### src/rtl/qif_neuron_scheduler.sv
// qif_neuron_scheduler
// Time-multiplexes N_NEUR quadratic integrate-and-fire neurons over one
// update datapath. A tick starts a sweep that updates one neuron per cycle;
// neurons that cross threshold push their id into a 4-entry spike FIFO.
//
// Ports
//   clk, rst_n           clock, asynchronous active-low reset
//   tick                 sweep request (ignored while busy)
//   cfg_we/addr/data     write synaptic current I[addr] (addr >= N_NEUR ignored)
//   v_mem_out/v_id/v_valid  membrane value written back this cycle
//   busy, sweep_done     sweep in progress / one-cycle end-of-sweep pulse
//   spk_valid/spk_id/spk_ready  spike FIFO head and pop handshake
//   ovf, tick_miss       sticky: spike dropped / tick ignored while busy
module qif_neuron_scheduler #(
   parameter int               N_NEUR  = 4,
   parameter logic signed [7:0] V_TH    = 8'sd50,
   parameter logic signed [7:0] V_RESET = -8'sd20,
   parameter int               REFRAC  = 2
) (
   input  logic       clk,
   input  logic       rst_n,
   input  logic       tick,
   input  logic       cfg_we,
   input  logic [2:0] cfg_addr,
   input  logic [7:0] cfg_data,
   output logic [7:0] v_mem_out,
   output logic [2:0] v_id,
   output logic       v_valid,
   output logic       busy,
   output logic       sweep_done,
   output logic       spk_valid,
   output logic [2:0] spk_id,
   input  logic       spk_ready,
   output logic       ovf,
   output logic       tick_miss
);

   typedef enum logic [1:0] {IDLE, RUN, DONE} state_t;

   localparam logic [2:0] LAST_IDX = 3'(N_NEUR - 1);
   localparam logic [3:0] N_L      = 4'(N_NEUR);

   state_t            state, state_nx;
   logic [2:0]        idx;

   // Per-neuron state; sized for the largest N_NEUR so a 3-bit index is exact.
   logic signed [7:0] v_mem [0:7];
   logic [7:0]        i_syn [0:7];
   logic [3:0]        r_cnt [0:7];

   logic [2:0]        fifo_mem [0:3];
   logic [1:0]        wr_ptr, rd_ptr;
   logic [2:0]        fifo_cnt;

   logic signed [7:0]  v_cur, v_sat, v_new;
   logic [7:0]         i_cur;
   logic [3:0]         r_cur, r_new;
   logic signed [11:0] v_ext, q_ext, sum_ext;
   logic               run, fire, push, pop, full, push_ok, cfg_ok;

   function automatic logic signed [7:0] sat8(input logic signed [11:0] x);
      if (x > 12'sd127)
         return 8'sd127;
      else if (x < -12'sd128)
         return -8'sd128;
      else
         return x[7:0];
   endfunction

   assign run   = (state == RUN);
   assign v_cur = v_mem[idx];
   assign i_cur = i_syn[idx];
   assign r_cur = r_cnt[idx];

   // 12-bit signed headroom: worst case 127 + 63 + 15*15 = 415.
   assign v_ext   = {{4{v_cur[7]}}, v_cur};
   assign q_ext   = v_ext >>> 3;
   assign sum_ext = v_ext + $signed({6'b0, i_cur[7:2]}) + q_ext * q_ext;
   assign v_sat   = sat8(sum_ext);

   assign fire  = (r_cur == 4'd0) && (v_sat >= V_TH);
   assign v_new = ((r_cur != 4'd0) || fire) ? V_RESET : v_sat;
   assign r_new = (r_cur != 4'd0) ? (r_cur - 4'd1) : (fire ? 4'(REFRAC) : 4'd0);

   assign push    = run && fire;
   assign pop     = (fifo_cnt != 3'd0) && spk_ready;
   assign full    = (fifo_cnt == 3'd4);
   // A full FIFO still accepts a push when the head leaves in the same cycle.
   assign push_ok = push && (!full || pop);
   assign cfg_ok  = ({1'b0, cfg_addr} < N_L);

   always_comb begin
      state_nx = state;
      case (state)
         IDLE:    if (tick) state_nx = RUN;
         RUN:     if (idx == LAST_IDX) state_nx = DONE;
         DONE:    state_nx = IDLE;
         default: state_nx = IDLE;
      endcase
   end

   always_ff @(posedge clk or negedge rst_n) begin
      if (!rst_n) begin
         state     <= IDLE;
         idx       <= 3'd0;
         tick_miss <= 1'b0;
      end else begin
         state <= state_nx;
         idx   <= run ? (idx + 3'd1) : 3'd0;
         if (tick && (state != IDLE))
            tick_miss <= 1'b1;
      end
   end

   always_ff @(posedge clk or negedge rst_n) begin
      if (!rst_n) begin
         for (int i = 0; i < 8; i++) begin
            v_mem[i] <= 8'sd0;
            i_syn[i] <= 8'd0;
            r_cnt[i] <= 4'd0;
         end
      end else begin
         if (run) begin
            v_mem[idx] <= v_new;
            r_cnt[idx] <= r_new;
         end
         if (cfg_we && cfg_ok)
            i_syn[cfg_addr] <= cfg_data;
      end
   end

   always_ff @(posedge clk or negedge rst_n) begin
      if (!rst_n) begin
         wr_ptr   <= 2'd0;
         rd_ptr   <= 2'd0;
         fifo_cnt <= 3'd0;
         ovf      <= 1'b0;
      end else begin
         if (push_ok)
            wr_ptr <= wr_ptr + 2'd1;
         if (pop)
            rd_ptr <= rd_ptr + 2'd1;
         fifo_cnt <= fifo_cnt + {2'b0, push_ok} - {2'b0, pop};
         if (push && !push_ok)
            ovf <= 1'b1;
      end
   end

   always_ff @(posedge clk) begin
      if (push_ok)
         fifo_mem[wr_ptr] <= idx;
   end

   assign v_valid    = run;
   assign v_id       = run ? idx : 3'd0;
   assign v_mem_out  = run ? v_new : 8'd0;
   assign busy       = (state != IDLE);
   assign sweep_done = (state == DONE);
   assign spk_valid  = (fifo_cnt != 3'd0);
   assign spk_id     = spk_valid ? fifo_mem[rd_ptr] : 3'd0;

endmodule

### config.mk
export PLATFORM = sky130hd
export DESIGN_NAME = qif_neuron_scheduler
export DESIGN_NICKNAME = d
export VERILOG_FILES = /design/src/rtl/qif_neuron_scheduler.sv
export SDC_FILE = /design/constraint.sdc
export NUM_CORES = 1
export LEC_CHECK = 0
export CAP_MARGIN = 30
export CORE_ASPECT_RATIO = 1.4
export CORE_MARGIN = 2
export CORE_UTILIZATION = 45
export DETAILED_ROUTE_END_ITERATION = 10
export PLACE_DENSITY = 0.6
export SYNTH_ARGS = -nofsm -noshare
export SYNTH_HDL_FRONTEND = slang
export SYNTH_SLANG_ARGS = --single-unit
### constraint.sdc
create_clock -name clk -period 8.5 [get_ports clk]
set_clock_uncertainty 0.2 [all_clocks]
set_input_delay 0.85 -clock clk [delete_from_list [all_inputs] [get_ports clk]]
set_output_delay 0.85 -clock clk [all_outputs]
set_load 0.1 [all_outputs]
==> results of run 1 <==
[state kept, by name, indices dropped and copies added, names as in the netlist]
name,flops
fifo_cnt,3
state,2
i_syn,48
idx,3
wr_ptr,2
rd_ptr,2
fifo_mem,12
r_cnt,32
tick_miss,1
v_mem,64
ovf,1
[stage by stage]
| stage | std cells | hold WS [ns] | util | worst slack [ns] | cell area [µm²] |
|---|---|---|---|---|---|
| global placement | 1031 | 0.160 | 0.495 | 0.705 | 9540 |
| global route | 1065 | 0.186 | 0.528 | 0.0532 | 10200 |
| CTS | 1064 | 0.177 | 0.527 | 0.135 | 10200 |
| detailed placement | 1032 | 0.163 | 0.496 | 0.572 | 9570 |
| finish | 1065 | 0.173 | 0.528 | 0.463 | 10200 |
| floorplan | 782 | 0.224 | - | 0.209 | 8870 |
[cell families (layout without fill, tap and decap cells)]
| logic type | Yosys count | in the layout |
|---|---|---|
| mux | 82 | 82 |
| compound gates | 123 | 123 |
| simple gates | 227 | 227 |
| xor+xnor | 16 | 16 |
| flops | 170 | 170 |
| buf+inv | 106 | 141 |
| fa+ha+maj | 58 | 58 |
[timing repair]
item,in CTS,in global routing
endpoints found under the hold margin,0,0
gates resized for setup,0,7
setup buffers,0,1
endpoints found under the setup margin,0,8
[how the worst min path moves through the flow]
stage	from	to	slack, ns	cells past startpoint
floorplan	state[1]	state[0]	0.22	1
global placement	i_syn[5]	i_syn[5]	0.16	0
detailed placement	i_syn[12]	i_syn[12]	0.16	0
CTS	i_syn[12]	i_syn[12]	0.18	0
global route	i_syn[2]	i_syn[2]	0.19	0
finish	i_syn[2]	i_syn[2]	0.17	0
[routing by layer]
metal | wire length, µm | up-vias | global-route usage
met3 | 601 | 29 | 0.0362
li1 | - | 2724 | -
met2 | 9880 | 97 | 0.339
met1 | 7860 | 2909 | 0.240
met4 | 385 | 0 | 0.0775
met5 | 0 | - | 0
[Yosys cell counts, types with 2 or more instances]
cell type / n / area [µm²]
sky130_fd_sc_hd__nor3_1: 7 / 35.0
sky130_fd_sc_hd__clkbuf_1: 42 / 158
sky130_fd_sc_hd__inv_1: 54 / 203
sky130_fd_sc_hd__nand2_1: 119 / 447
sky130_fd_sc_hd__nand4_1: 3 / 18.8
sky130_fd_sc_hd__a21o_1: 8 / 60.1
sky130_fd_sc_hd__nand4b_1: 2 / 17.5
sky130_fd_sc_hd__a31oi_1: 9 / 56.3
sky130_fd_sc_hd__dfrtp_1: 158 / 3950
sky130_fd_sc_hd__buf_1: 5 / 18.8
sky130_fd_sc_hd__a211oi_2: 3 / 37.5
sky130_fd_sc_hd__a211oi_1: 2 / 15.0
sky130_fd_sc_hd__xnor2_1: 10 / 87.6
sky130_fd_sc_hd__buf_2: 5 / 25.0
sky130_fd_sc_hd__mux2i_1: 8 / 80.1
sky130_fd_sc_hd__nor2_1: 56 / 210
sky130_fd_sc_hd__nor4bb_1: 2 / 20.0
sky130_fd_sc_hd__o21a_1: 5 / 37.5
sky130_fd_sc_hd__nand2b_1: 3 / 18.8
sky130_fd_sc_hd__a21oi_1: 32 / 160
sky130_fd_sc_hd__nor2b_1: 4 / 25.0
sky130_fd_sc_hd__and2_1: 13 / 81.3
sky130_fd_sc_hd__mux4_2: 39 / 878
sky130_fd_sc_hd__edfxtp_1: 12 / 360
sky130_fd_sc_hd__mux2_2: 32 / 360
sky130_fd_sc_hd__ha_1: 34 / 425
sky130_fd_sc_hd__o21ai_0: 52 / 260
sky130_fd_sc_hd__fa_1: 24 / 480
sky130_fd_sc_hd__or2_2: 2 / 12.5
sky130_fd_sc_hd__xor2_1: 6 / 52.6
sky130_fd_sc_hd__a31o_2: 2 / 17.5
sky130_fd_sc_hd__o2111ai_1: 2 / 17.5
sky130_fd_sc_hd__nor4b_1: 2 / 17.5
sky130_fd_sc_hd__and3_1: 3 / 18.8
sky130_fd_sc_hd__nand3_1: 7 / 35.0
[area by class of cell]
type                            instances  area, µm²
Fill cell                            1642       9100
Timing Repair Buffer                   55        597
Inverter                               54        203
Clock inverter                         14        161
Clock buffer                           18        429
Sequential cell                       170       4320
Tap cell                              248        310
Multi-Input combinational cell        506       4180
[worst max-delay path, stage by stage, from the launching register on]
cell,delay [ns]
sky130_fd_sc_hd__dfrtp_4,0.61
sky130_fd_sc_hd__mux4_2,0.59
sky130_fd_sc_hd__mux2i_4,0.36
sky130_fd_sc_hd__inv_1,0.24
sky130_fd_sc_hd__nand2_1,0.25
sky130_fd_sc_hd__fa_1,0.48
sky130_fd_sc_hd__fa_1,0.48
sky130_fd_sc_hd__fa_1,0.52
sky130_fd_sc_hd__fa_1,0.54
sky130_fd_sc_hd__inv_1,0.04
sky130_fd_sc_hd__ha_1,0.37
sky130_fd_sc_hd__a21o_1,0.21
sky130_fd_sc_hd__a31oi_1,0.29
sky130_fd_sc_hd__a21o_1,0.16
sky130_fd_sc_hd__a221oi_1,0.09
sky130_fd_sc_hd__buf_4,0.17
sky130_fd_sc_hd__a311oi_2,0.51
sky130_fd_sc_hd__nor2_1,0.17
sky130_fd_sc_hd__a21oi_2,0.24
sky130_fd_sc_hd__buf_12,0.21
==> results.md, run 1 <==
- The run finished with clean final reports.
- Synthesis produced a netlist with a net count of 856.
- Across the run, the number of max-cap violations was 0.
- The launching instance or port of the critical path is idx[1].
- The tree is rooted in a sky130_fd_sc_hd__clkbuf_16.
- Dividing the final minimum period by the clock period gives 0.945.
- The core box area is 19300 µm².
- The headroom to the max-slew limit is 0.330.
- The TritonCTS clock tree is yes.
- The xor/xnor cell area share of the yosys netlist is 0.0158.
- For this design, the CTS-stage hold fixing added 0 buffers.
- The first detailed-routing pass took 4 iterations.
- The number of hold-slack violations in the final timing report is 0.
- In this run the critical register-to-register path is captured at fifo_cnt[2].
- The compound-cell area share of the yosys netlist is 0.0834.
- During synthesis, Yosys emitted a total of 0 warnings.
- The element type at the critical path start is a register.
- The number of enable-type register cells in the synthesized netlist is 12.
- For this block, the via count after detailed routing is 5759.
- In the final design database the tool counted 878 nets.
- The area enclosed by the die boundary is 20900 µm².
- The number of port buffers is 33.
- The maximum buffer depth of the clock tree is 2.
- The top-level I/O count is 36.
- The number of antenna violations at the first check in global routing is 0.
- The most used flip-flop cell after synthesis is sky130_fd_sc_hd__dfrtp_1.
- Dividing the detail-routed wire length by the instance count gives 17.6 µm.
- Leaving out fill and tap cells, the most frequent cell in the layout is sky130_fd_sc_hd__dfrtp_1.
- The H-tree generated during clock tree synthesis spans 4 levels.
- The maximum fanout along the worst path is 15.
- The global-route usage over all layers is 0.196.
- The worst setup path category is register to output port.
- Based on the critical path, the design can be clocked at up to 124 MHz.
- The width of the die is 123 µm.
- For this block, the initial DRC count from the detailed router was 353.
- The post-synthesis sequential area ratio is 0.487.
- The post-synthesis area per instance is 11.3 µm².
- 0 antenna diodes ended up in the layout.
- The DRC violation count after routing is 0.
- The type of the tightest min-delay check is register to register.
- Setup repair after global routing left no endpoint under its margin.
- The total overflow left after global routing is 0.
- After clock tree synthesis, the clock-pin slew on the worst setup and hold paths is 0.07 ns.
- For the pin with the worst max-slew slack, the measured transition is 1.00 ns.
- The launch point of the worst reg-to-reg path is idx[1].
- The gate count of the mapped netlist is 782.
- The flop-to-flop setup slack is 0.77 ns.
- The detailed placement HPWL is 13700 µm.
- The starting density of the core is 0.460.
- In the final layout, the share of cells above drive strength 1 is 0.190.
- At the end of routability-driven placement, the weighted congestion stood at 0.811.
- The first-pass GRT wire length is 31100 µm.
- At the later pin of the worst-skew pair, clock insertion delay measures 0.43 ns.
- The initialized floorplan defines 60 standard-cell rows.
- By area, the combinational part of the netlist is dominated by multiplexers.
- In the final timing run, aggregate negative setup slack is 0 ns.
- In this run, CTS created clock tree buffers numbering 17.
- Of the total synthesized cell area, the portion taken by full adders, half adders and majority gates is 0.102.
- The layout-stage area growth over the synthesis result is 15.0%.
- Summing every instance area after synthesis gives 8870 µm².
- At the worst endpoint, the arrival time is 6.99 ns.
- The total routed wirelength is 18700 µm.
- The data required time at the worst endpoint is 7.45 ns.
- STA classifies the critical path endpoint as an output port.
- The number of global-route vias before repair is 6205.
- The floorplan die height is 170 µm.
- Entering global routing, the biggest net connects 78 pins.
- After synthesis, the share of flip-flops with an asynchronous set or reset is 0.929.
- Of the total synthesized cell area, the portion taken by AND, OR, NAND and NOR gates is 0.112.
- The clock net sink count is 170.
- The setup violation total in the final timing report is 0.
- The via count normalized by instance count is 5.41.
- The count of different cell masters after synthesis is 50.
- Counting flops and latches in the post-synthesis netlist gives 170.
- The residual antenna-violating net count after detailed routing is 0.
- The post-synthesis mux area share is 0.154.
- The number of max-slew violations in the final report is 0.
- The top cell types in the final layout, fill and taps aside, are sky130_fd_sc_hd__dfrtp_1, sky130_fd_sc_hd__nand2_1, sky130_fd_sc_hd__nor2_1.
- For the worst flop-to-flop path, the logic depth is 24.
- The shortest clock period the worst path allows after layout is 8.04 ns.
- The critical path ends at v_mem_out[2].
Power of run 1 is not shown: default switching activity piles up to over one toggle a cycle in this logic, so the estimate is an artifact.
==> run 2, diff against run 1 <==
- CTS_CLUSTER_SIZE: not set -> 8
==> results of run 2 <==
The final DEF is identical to that of run 1; final timing and power are the same.
Power of run 2 is left out for the same reason.
